**src/rtl/fp_normalize_round.sv**
```systemverilog
// Iterative normalize-and-round stage for the binary32 adder: shifts the raw
// mantissa sum one bit per cycle, rounds to nearest-even and packs the result.
module fp_normalize_round (
    input  logic        clk,
    input  logic        reset,
    input  logic        inValid,
    output logic        inReady,
    input  logic        signIn,
    input  logic [7:0]  exponentIn,
    input  logic [24:0] sumMantissa,
    input  logic        guardBit,
    input  logic        roundBit,
    input  logic        stickyBit,
    output logic        outValid,
    input  logic        outReady,
    output logic [31:0] result,
    output logic        overflow,
    output logic        underflow
);

    typedef enum logic [1:0] {
        IDLE      = 2'd0,
        NORMALIZE = 2'd1,
        ROUND     = 2'd2,
        DONE      = 2'd3
    } state_t;

    state_t      state_r, nextState_s;
    logic [24:0] mant_r, nextMant_s;
    logic [8:0]  exp_r, nextExp_s;
    logic        g_r, r_r, s_r, sign_r;
    logic        nextG_s, nextR_s, nextS_s, nextSign_s;
    logic [4:0]  shiftCnt_r, nextShiftCnt_s;
    logic [31:0] result_r, nextResult_s;
    logic        overflow_r, nextOverflow_s;
    logic        underflow_r, nextUnderflow_s;
    logic        outValid_r, nextOutValid_s;
    logic        inReady_r, nextInReady_s;

    logic        roundInc_s;
    logic [24:0] roundSum_s;
    logic [24:0] roundMant_s;
    logic [8:0]  roundExp_s;

    // Round-to-nearest-even increment and the post-round renormalization.
    always_comb begin
        roundInc_s  = g_r & (r_r | s_r | mant_r[0]);
        roundSum_s  = mant_r + {24'd0, roundInc_s};
        roundMant_s = roundSum_s;
        roundExp_s  = exp_r;
        if (roundSum_s[24]) begin
            roundMant_s = {1'b0, roundSum_s[24:1]};
            roundExp_s  = exp_r + 9'd1;
        end else begin
            roundMant_s = roundSum_s;
            roundExp_s  = exp_r;
        end
    end

    // Next-state and datapath update for each FSM state.
    always_comb begin
        nextState_s     = state_r;
        nextMant_s      = mant_r;
        nextExp_s       = exp_r;
        nextG_s         = g_r;
        nextR_s         = r_r;
        nextS_s         = s_r;
        nextSign_s      = sign_r;
        nextShiftCnt_s  = shiftCnt_r;
        nextResult_s    = result_r;
        nextOverflow_s  = overflow_r;
        nextUnderflow_s = underflow_r;
        case (state_r)
            IDLE: begin
                if (inValid) begin
                    nextOverflow_s  = 1'b0;
                    nextUnderflow_s = 1'b0;
                    nextShiftCnt_s  = 5'd0;
                    nextState_s     = NORMALIZE;
                    // A zero exponent is loaded as an exact zero so it exits on the first normalize cycle.
                    if (exponentIn == 8'd0) begin
                        nextSign_s = 1'b0;
                        nextExp_s  = 9'd0;
                        nextMant_s = 25'd0;
                        nextG_s    = 1'b0;
                        nextR_s    = 1'b0;
                        nextS_s    = 1'b0;
                    end else begin
                        nextSign_s = signIn;
                        nextExp_s  = {1'b0, exponentIn};
                        nextMant_s = sumMantissa;
                        nextG_s    = guardBit;
                        nextR_s    = roundBit;
                        nextS_s    = stickyBit;
                    end
                end else begin
                    nextState_s = IDLE;
                end
            end
            NORMALIZE: begin
                if (mant_r[24]) begin
                    nextMant_s = {1'b0, mant_r[24:1]};
                    nextG_s    = mant_r[0];
                    nextR_s    = g_r;
                    nextS_s    = r_r | s_r;
                    nextExp_s  = exp_r + 9'd1;
                    if ((exp_r + 9'd1) == 9'd255) begin
                        nextOverflow_s = 1'b1;
                        nextResult_s   = {sign_r, 8'hFF, 23'd0};
                        nextState_s    = DONE;
                    end else begin
                        nextState_s = ROUND;
                    end
                end else if (mant_r[23]) begin
                    nextState_s = ROUND;
                end else if ((mant_r == 25'd0) && !g_r && !r_r && !s_r) begin
                    nextResult_s = 32'd0;
                    nextState_s  = DONE;
                end else if ((exp_r == 9'd1) || (shiftCnt_r == 5'd24)) begin
                    // Shift budget is capped at 24; anything still unnormalized is too small to represent.
                    nextUnderflow_s = 1'b1;
                    nextResult_s    = {sign_r, 31'd0};
                    nextState_s     = DONE;
                end else begin
                    nextMant_s     = {mant_r[23:0], g_r};
                    nextG_s        = r_r;
                    nextR_s        = 1'b0;
                    nextExp_s      = exp_r - 9'd1;
                    nextShiftCnt_s = shiftCnt_r + 5'd1;
                end
            end
            ROUND: begin
                nextMant_s  = roundMant_s;
                nextExp_s   = roundExp_s;
                nextState_s = DONE;
                if (roundExp_s >= 9'd255) begin
                    nextOverflow_s = 1'b1;
                    nextResult_s   = {sign_r, 8'hFF, 23'd0};
                end else begin
                    nextResult_s = {sign_r, roundExp_s[7:0], roundMant_s[22:0]};
                end
            end
            DONE: begin
                if (outValid_r && outReady) begin
                    nextState_s = IDLE;
                end else begin
                    nextState_s = DONE;
                end
            end
            default: begin
                nextState_s = IDLE;
            end
        endcase
    end

    // Handshake outputs: the first DONE cycle loads outValid, which then holds until accepted.
    always_comb begin
        nextOutValid_s = (state_r == DONE) && (nextState_s == DONE);
        nextInReady_s  = (nextState_s == IDLE);
    end

    // State and datapath registers.
    always_ff @(posedge clk) begin
        if (reset) begin
            state_r     <= IDLE;
            mant_r      <= 25'd0;
            exp_r       <= 9'd0;
            g_r         <= 1'b0;
            r_r         <= 1'b0;
            s_r         <= 1'b0;
            sign_r      <= 1'b0;
            shiftCnt_r  <= 5'd0;
            result_r    <= 32'd0;
            overflow_r  <= 1'b0;
            underflow_r <= 1'b0;
            outValid_r  <= 1'b0;
            inReady_r   <= 1'b1;
        end else begin
            state_r     <= nextState_s;
            mant_r      <= nextMant_s;
            exp_r       <= nextExp_s;
            g_r         <= nextG_s;
            r_r         <= nextR_s;
            s_r         <= nextS_s;
            sign_r      <= nextSign_s;
            shiftCnt_r  <= nextShiftCnt_s;
            result_r    <= nextResult_s;
            overflow_r  <= nextOverflow_s;
            underflow_r <= nextUnderflow_s;
            outValid_r  <= nextOutValid_s;
            inReady_r   <= nextInReady_s;
        end
    end

    assign inReady   = inReady_r;
    assign outValid  = outValid_r;
    assign result    = result_r;
    assign overflow  = overflow_r;
    assign underflow = underflow_r;

endmodule
```
**config.mk**
```make
export PLATFORM = sky130hd
export DESIGN_NAME = fp_normalize_round
export DESIGN_NICKNAME = d
export VERILOG_FILES = /design/src/rtl/fp_normalize_round.sv
export SDC_FILE = /design/constraint.sdc
export NUM_CORES = 1
export LEC_CHECK = 0
export CORE_MARGIN = 3
export CORE_UTILIZATION = 45
export DETAILED_ROUTE_END_ITERATION = 12
export GPL_ROUTABILITY_DRIVEN = 0
export PLACE_DENSITY = 0.67
export SLEW_MARGIN = 10
export SYNTH_ARGS = -nofsm -noshare
export SYNTH_HDL_FRONTEND = slang
export SYNTH_SLANG_ARGS = --single-unit
export TNS_END_PERCENT = 5
```
**constraint.sdc**
```tcl
create_clock -name clk -period 6.6 [get_ports clk]
set_input_delay 1.98 -clock clk [delete_from_list [all_inputs] [get_ports clk]]
set_output_delay 1.98 -clock clk [all_outputs]
set_load 0.02 [all_outputs]
```
# --- Word level (Yosys, flattened, before mapping) ---
# Index checks and enable logic that the tools add are counted.
totals:
  register_bits: 81
  in_bits: 41
op_classes:
  n_mux: 66
  n_eq_ne: 21
  order_cmp: 1
  bitwise: 3
  addsub: 4
  reduce_logical: 25
op_table:
  columns: ["operator", "count"]
  rows:
  - ["32-bit 2-to-1 mux", 5]
  - ["24-bit 2-to-1 mux", 5]
  - ["25-bit case mux with 3 select lines", 1]
  - ["32-bit case mux with 2 select lines", 1]
  - ["9-bit 2-to-1 mux", 6]
  - ["25-bit 2-to-1 mux", 2]
  - ["31-bit 2-to-1 mux", 1]
  - ["9-bit case mux with 3 select lines", 1]
  - ["1-bit 2-to-1 mux", 26]
  - ["25-bit by 1-bit adder with 25-bit output", 1]
  - ["25-bit logical NOT", 1]
  - ["5-bit 2-to-1 mux", 5]
  - ["2-bit != test (second input constant)", 9]
  - ["5-bit AND reduction", 3]
  - ["3-bit != test (second input constant)", 4]
  - ["6-bit AND reduction", 2]
  - ["2-bit 2-to-1 mux", 5]
  - ["5-bit case mux with 2 select lines", 1]
  - ["9-bit by 1-bit adder with 9-bit output (second input constant)", 1]
  - ["9-bit by 1-bit equality test with 1-bit output (second input constant)", 1]
  - ["9-bit by 8-bit equality test with 1-bit output (second input constant)", 1]
  - ["9-bit by 8-bit greater-or-equal comparator with 1-bit output (second input constant)", 1]
  - ["9-bit by 1-bit subtractor with 9-bit output (second input constant)", 1]
  - ["8-bit logical NOT", 1]
  - ["20 further kinds", 35]

# --- Logic depth before layout (Yosys ltp) ---
# Gate-level depths: netlist of the first run.
logic_depth:
  depth_word: 10
  mapped_depth: 13

# --- Least setup slack after synthesis of the first run ---
# No wires, ideal clock.
synth_path:
  path_type: "input-to-reg"
  start: "in inValid"
  end: "reg mant_r[15]"
  arrival_time_ns: 3.215
  cell_stages: 6
  path_buffers: 1
  required_ns: 6.488
  setup_slack_ns: 3.273
  cell_sequence: "inv_1 -> a21oi_1 -> o211a_2 -> clkbuf_1 -> nor2_1 -> a2111oi_1"
synth_between:
  elab_chain_len: 2
synth_rtl:
  columns: ["item", "line_no", "source"]
  rows:
  - ["start: declaration", "6", "input logic inValid,"]
  - ["2-bit != test (no source line)", null, null]
  - ["5-bit AND reduction (no source line)", null, null]
  - ["end signal: assignment", "180", "mant_r <= nextMant_s;"]
  - ["end: declaration", "29", "logic [24:0] mant_r, nextMant_s;"]
# Every way passes these cells.
# A chain may end at the register's enable or synchronous reset.

# --- Final worst setup path of the first run ---
layout_path:
  start: "in inValid"
  end: "reg mant_r[12]"
# The elaborated chain is that of the path after synthesis.

==> results of run 1 <==
placed cells by master (no fill, tap or decap), drive strengths merged, types with 4 or more instances in the layout:
| cell | count |
|---|---|
| nand3 | 32 |
| nor3 | 23 |
| nand2 | 96 |
| buf | 8 |
| mux2i | 5 |
| a31oi | 9 |
| o22ai | 6 |
| nand4 | 15 |
| a22o | 19 |
| o21a | 4 |
| o211ai | 13 |
| a2111oi | 7 |
| clkbuf | 13 |
| a21oi | 64 |
| dfxtp | 81 |
| and4 | 8 |
| and3 | 9 |
| nand2b | 9 |
| xnor2 | 18 |
| a221oi | 16 |
| a22oi | 6 |
| inv | 16 |
| nor4 | 17 |
| and2 | 5 |
| nor2 | 65 |
| a21o | 4 |
| a222oi | 11 |
| clkdlybuf4s50 | 76 |
| a211oi | 10 |
| ha | 12 |
| a211o | 10 |
| or3 | 4 |
| o21ai | 35 |
| xor2 | 16 |
registers in the layout, summed over array words and instances, names as in the netlist, 2 cells and up:
signal / count
state_r: 2
exp_r: 9
result: 32
shiftCnt_r: 5
mant_r: 25
final timing paths:
check	slack, ns	endpoint	startpoint	cells past startpoint
worst max-delay path	2.17	mant_r[12]	inValid	7
worst min-delay path	0.44	result[21]	result[21]	2
worst max register to register	2.80	mant_r[20]	state_r[1]	9
worst min register to register	0.44	result[21]	result[21]	2
power by group through the flow:
stage | Combinational [mW] | Sequential (mW) | Clock [mW]
2_1_floorplan | 0.310 | 0.548 | 0
3_3_place_gp | 0.363 | 0.604 | 0
3_5_place_dp | 0.368 | 0.606 | 0
4_1_cts | 0.370 | 0.595 | 0.492
5_1_grt | 0.412 | 0.604 | 0.514
6_report | 0.379 | 0.599 | 0.486
layout make-up:
cell class	count	area share, %
Multi-Input combinational cell	599	56.1
Tap cell	172	3.14
Sequential cell	81	23.7
Clock inverter	2	0.183
Inverter	17	0.932
Timing Repair Buffer	84	12.0
Clock buffer	13	3.95
routing by layer:
layer / routed length, µm / part of all wire, % / track usage (%) / vias up
li1: - / - / - / 2934
met5: 0 / 0 / 0 / -
met4: 427 / 2.2 / 9.38 / 0
met1: 8460 / 43 / 38.6 / 2946
met3: 2200 / 11 / 5.23 / 41
met2: 8520 / 43 / 39.8 / 363
worst min-delay path, stage by stage, from the launching register on:
cell and delay [ns]:
dfxtp_1 0.31, nand2_1 0.05, o21ai_1 0.05
per-stage QoR:
stage / util, % / setup WS, ns / power, mW / std cells
global placement: 51.8 / 2.06 / 0.967 / 953
detailed placement: 51.8 / 1.95 / 0.973 / 953
global route: 54.1 / 2.01 / 1.53 / 968
CTS: 54.1 / 2.30 / 1.46 / 968
floorplan: - / 3.27 / 0.858 / 774
finish: 54.1 / 2.17 / 1.46 / 968
logic make-up (layout without fill, tap and decap cells):
group | count (synthesis) | in the layout | synth area share, %
multiplexers | 7 | 7 | 1.24
adder cells (fa/ha/maj) | 12 | 12 | 2.57
XOR/XNOR | 34 | 34 | 5.10
AO/OA/AOI/OAI | 252 | 252 | 31.0
flip-flops | 81 | 81 | 27.7
AND/OR/NAND/NOR | 294 | 294 | 25.6
buffers and inverters | 94 | 116 | 6.72
==> metrics, run 1 <==
status finished, final reports clean; final wirelength a little under 20 mm; Avg Cell Area, Syn 7.55 µm²; CTS tree yes; drt first-iter violations between 700 and 800; final setup fails 0; ys flop type dfxtp_1; H-tree levels 3; WP buf/inv 2; CP max stage cell o211a_2; Hold WC Path Type flip-flop to flip-flop; share of async-settable or async-resettable flops after synthesis 0%; YS warnings 0; total die area about 14000 µm²; # IOs 77; Root Buffer clkbuf_16; Remaining Overflow, GRT 0; Worst VDD drop around 0.00018 V; insertion delay to the later sink of the worst-skew pair roughly 0.35 ns; # diodes 0; min Tclk post-route between 4 and 5 ns; # port buffers 76; register bit total from synthesis a little over 80; DR vias ~6300; Post-route DRC 0; Net Sw Frac between 30% and 40%; fin. max-slew vios 0; antenna violations before repair 0; Multi-input gate area ~3800 µm²; CP delay by family, top compound AO/OA/AOI/OAI gates; Hold Vio Cnt, Final 0; Power Density 214 nW/µm²; first-pass GRT wire length 31.0 mm; Clock Skew approximately 0.0084 ns; crit share post-route around two thirds; WS Path Type input port to flip-flop; CP endpoint kind flip-flop; Die W between 100 and 150 µm; Switch Pwr approximately 0.5 mW; P&R area growth vs syn 17.2%; postcts setup bufs 0; internal power approximately 0.95 mW; Comb pwr share approximately 26%; Synth Instances between 700 and 800; CORE AREA 12700 µm²; top post-synthesis cells by count nand2_1, dfxtp_1, nor2_1, a21oi_1, clkbuf_1; top cells by area, synth dfxtp_1, nand2_1, a21oi_1; Initial Utilization 46.1%; fin nets approximately 850; Synth top area share between 20 and 30%; dpl cell area roughly 6600 µm²; Seq/Total Area, Yosys around 28%; Seq. cell area between 1500 and 2000 µm²; CP max FO 23; Post-Syn Nets between 800 and 900; Post-CTS Hold Fix Bufs 0; Critical Path RT approximately 6.8 ns; vias per cell 6.49; CP startpoint kind input port; largest net degree at the start of global routing 46; Slew HR between 10% and 20%; static leakage 2.37 nW; # fillers between 1000 and 1500; most common cell in the synthesized netlist nand2_1; layout cells sized above 1 5.90%; DP HPWL around 14 mm; ANT nets after route 0; number of global-route vias before repair between 5000 and 6000; clock-pin slew on the worst setup and hold paths roughly 0.060 ns; Die Height 120 µm; Avg WL per Cell just over 20 µm; Fmax 226 MHz; RSZ-0062 raised after global routing false; max incr delay on CP between 0.6 and 0.7 ns; Post-synth EDFFs 0; WHS 0.444 ns; Synth area leader dfxtp_1; Final Cell Area approximately 6800 µm²; CTS resizes 0; Synth cell types 81; clk sink count between 80 and 90; Row Count 41; sequential share of power between 40% and 50%; Total Routing Usage GR between 20% and 30%; DRT Pass-1 Iters 6; CP cell instances clkdlybuf4s50_1, inv_1, a21oi_1, o211a_2, nand2_1, a221oi_1, a2111oi_0; TritonCTS buffer count 9; Clk pwr share between 30% and 40%; Sum Neg Setup Slack 0 ns; Post-Syn Area a little under 6000 µm²; worst slew pin tran around 1.2 ns; Max Buffers Root-to-Sink 2; Worst Path Arrival about 4.6 ns; max-cap violation count 0
No activity file was read; power rests on OpenSTA's default activity.
==> inputs of run 2 (changes only) <==
Clock period 6.6 ns to 4.35 ns, I/O delays scaled along.
==> metrics, run 2 (synthesis gave the netlist of run 1 again) <==
drt first-iter violations 744 (was 708); Fmax ~280 MHz; largest net degree at the start of global routing 39 (was 46); Max Buffers Root-to-Sink 2 (unchanged); Sum Neg Setup Slack 0 ns (unchanged); Row Count 41 (unchanged); Slew HR 38.3% (was 18.7%); final setup fails 0 (unchanged); Comb pwr share 26.3% (was 25.9%); # fillers 1234 (was 1226); vias per cell 6.53 (was 6.49); Clk pwr share 33.6% (was 33.2%); clk sink count 81 (unchanged); max FFs per register 32 (unchanged); DR vias 6375 (was 6284); placed cell count 963 (was 953); number of global-route vias before repair 5897 (was 5699); internal power 1.48 mW (was 0.954 mW); commonest cells after routing, fill and taps aside nand2_1, dfxtp_1, clkdlybuf4s50_1 (unchanged); Die W 120 µm (unchanged); crit share post-route ~80%; RSZ-0062 raised after global routing false (unchanged); Hold Vio Cnt, Final 0 (unchanged); R2R Setup Slk 0.78 ns (was 2.80 ns); Post-route DRC 0 (unchanged); final wirelength 19.7 mm (was 19.6 mm); Die Height 120 µm (unchanged); worst slew pin tran 0.913 ns (was 1.22 ns); Min-Delay Path Depth 2 (unchanged); Seq. cell area 1620 µm² (unchanged); fin nets 855 (was 845); max-cap violation count 0 (unchanged); CP endpoint kind flip-flop (unchanged); ANT nets after route 0 (unchanged); Root Buffer clkbuf_16 (unchanged); TritonCTS buffer count 9 (unchanged); Post-CTS Hold Fix Bufs 0 (unchanged); Total Routing Usage GR 27.1% (was 26.8%); CTS resizes 0 (unchanged); reg-to-reg startpoint mant_r[17] (was state_r[1]); CP max FO 23 (unchanged); P&R area growth vs syn 18.5% (was 17.2%); Hold WC Path Type flip-flop to flip-flop (unchanged); clock-pin slew on the worst setup and hold paths 0.06 ns (about the same); postcts setup bufs 0 (unchanged); first-pass GRT wire length 31.2 mm (was 31.0 mm); static leakage 2.42 nW (was 2.37 nW); cell count of the worst reg-to-reg path 8 (was 9); Switch Pwr 0.775 mW (was 0.509 mW); DRT Pass-1 Iters 6 (unchanged); CTS tree yes (unchanged); CORE AREA 12700 µm² (unchanged); worst r2r dst result[24] (was mant_r[20]); # port buffers 76 (unchanged); insertion delay to the later sink of the worst-skew pair 0.35 ns (about the same); Multi-input gate area 3840 µm² (unchanged); # IOs 77 (unchanged); hold path start result[19] (was result[21]); commonest non-fill, non-tap cell in the layout nand2_1 (unchanged); min Tclk post-route roughly 3.6 ns; total die area 14400 µm² (unchanged); Non-Filler Instances 977 (was 968); H-tree levels 3 (unchanged); CP startpoint kind flip-flop (was input port); Critical Path RT 4.59 ns (was 6.79 ns); antenna violations before repair 0 (unchanged); Worst VDD drop 0.000185 V (was 0.000182 V); layout cells sized above 1 6.96% (was 5.90%); Clock Skew 0.00497 ns (was 0.00837 ns); Avg WL per Cell 20.2 µm (about the same); fin. max-slew vios 0 (unchanged); WS Path Type flip-flop to flip-flop (was input port to flip-flop); Remaining Overflow, GRT 0 (unchanged); DP HPWL 13.8 mm (was 13.6 mm); # diodes 0 (unchanged); Hold EP result[19] (was result[21]); Net Sw Frac 34.4% (was 34.8%); status finished, final reports clean (unchanged); Initial Utilization 46.1% (unchanged); Power Density 326 nW/µm² (was 214 nW/µm²); sequential share of power 40.1% (was 40.9%); Worst Path Arrival 3.82 ns (was 4.62 ns)
-- run 2: changes by cell type in the layout (fill, tap and decap cells not counted), sizes merged --
cell    change
buf        +10
clkbuf      -2
bufinv      +1
-- run 2: critical path, cell delays in order, from the launching register on --
cell and delay, ns:
dfxtp_1 0.60, and4_1 0.49, nand2_1 0.35, or3_1 0.58, nand2_2 0.44, nand3_1 0.20
and2_4 0.26, or3_1 0.35, a22o_1 0.19
-- run 2: cell type report --
cell class / count / area share, %
Inverter: 17 / 0.921
Clock inverter: 3 / 0.614
Clock buffer: 11 / 3.50
Tap cell: 172 / 3.11
Multi-Input combinational cell: 599 / 55.5
Timing Repair Buffer: 94 / 12.9
Sequential cell: 81 / 23.4
-- run 2: stage by stage --
| step | cell area, µm² | utilization (%) | setup slack [ns] | hold slack [ns] | power (mW) |
|---|---|---|---|---|---|
| 2_1_floorplan | 5840 | - | 1.46 | 0.432 | 1.30 |
| 3_3_place_gp | 6640 | 52.4 | 0.788 | 0.435 | 1.48 |
| 3_5_place_dp | 6640 | 52.4 | 0.683 | 0.441 | 1.49 |
| 4_1_cts | 6930 | 54.7 | 0.887 | 0.450 | 2.24 |
| 5_1_grt | 6930 | 54.7 | 0.562 | 0.469 | 2.35 |
| 6_report | 6930 | 54.7 | 0.777 | 0.448 | 2.25 |
-- run 2: worst max path at each step --
| stage | startpoint | endpoint | slack (ns) |
|---|---|---|---|
| final | mant_r[17] | result[24] | 0.78 |
| after global routing | mant_r[17] | result[8] | 0.56 |
| after CTS | mant_r[17] | result[24] | 0.89 |
| after detailed placement | inValid | mant_r[12] | 0.68 |
| after global placement | inValid | mant_r[12] | 0.79 |
| after floorplan | g_r | result[24] | 1.46 |
-- run 2: power by group through the flow --
stage | registers (mW) | clock network (mW) | logic, mW
after global routing | 0.913 | 0.796 | 0.642
after CTS | 0.900 | 0.764 | 0.579
final | 0.905 | 0.758 | 0.592
after floorplan | 0.832 | 0 | 0.470
after detailed placement | 0.916 | 0 | 0.576
after global placement | 0.913 | 0 | 0.566
-- run 2: per-layer routing --
| metal | global-route usage, % | vias up | part of all wire [%] | routed length [µm] |
|---|---|---|---|---|
| li1 | - | 2947 | - | - |
| met1 | 37.3 | 3019 | 43 | 8500 |
| met2 | 40.0 | 354 | 43 | 8520 |
| met3 | 6.22 | 55 | 11 | 2130 |
| met4 | 13.1 | 0 | 2.8 | 561 |
| met5 | 0 | - | 0 | 0 |
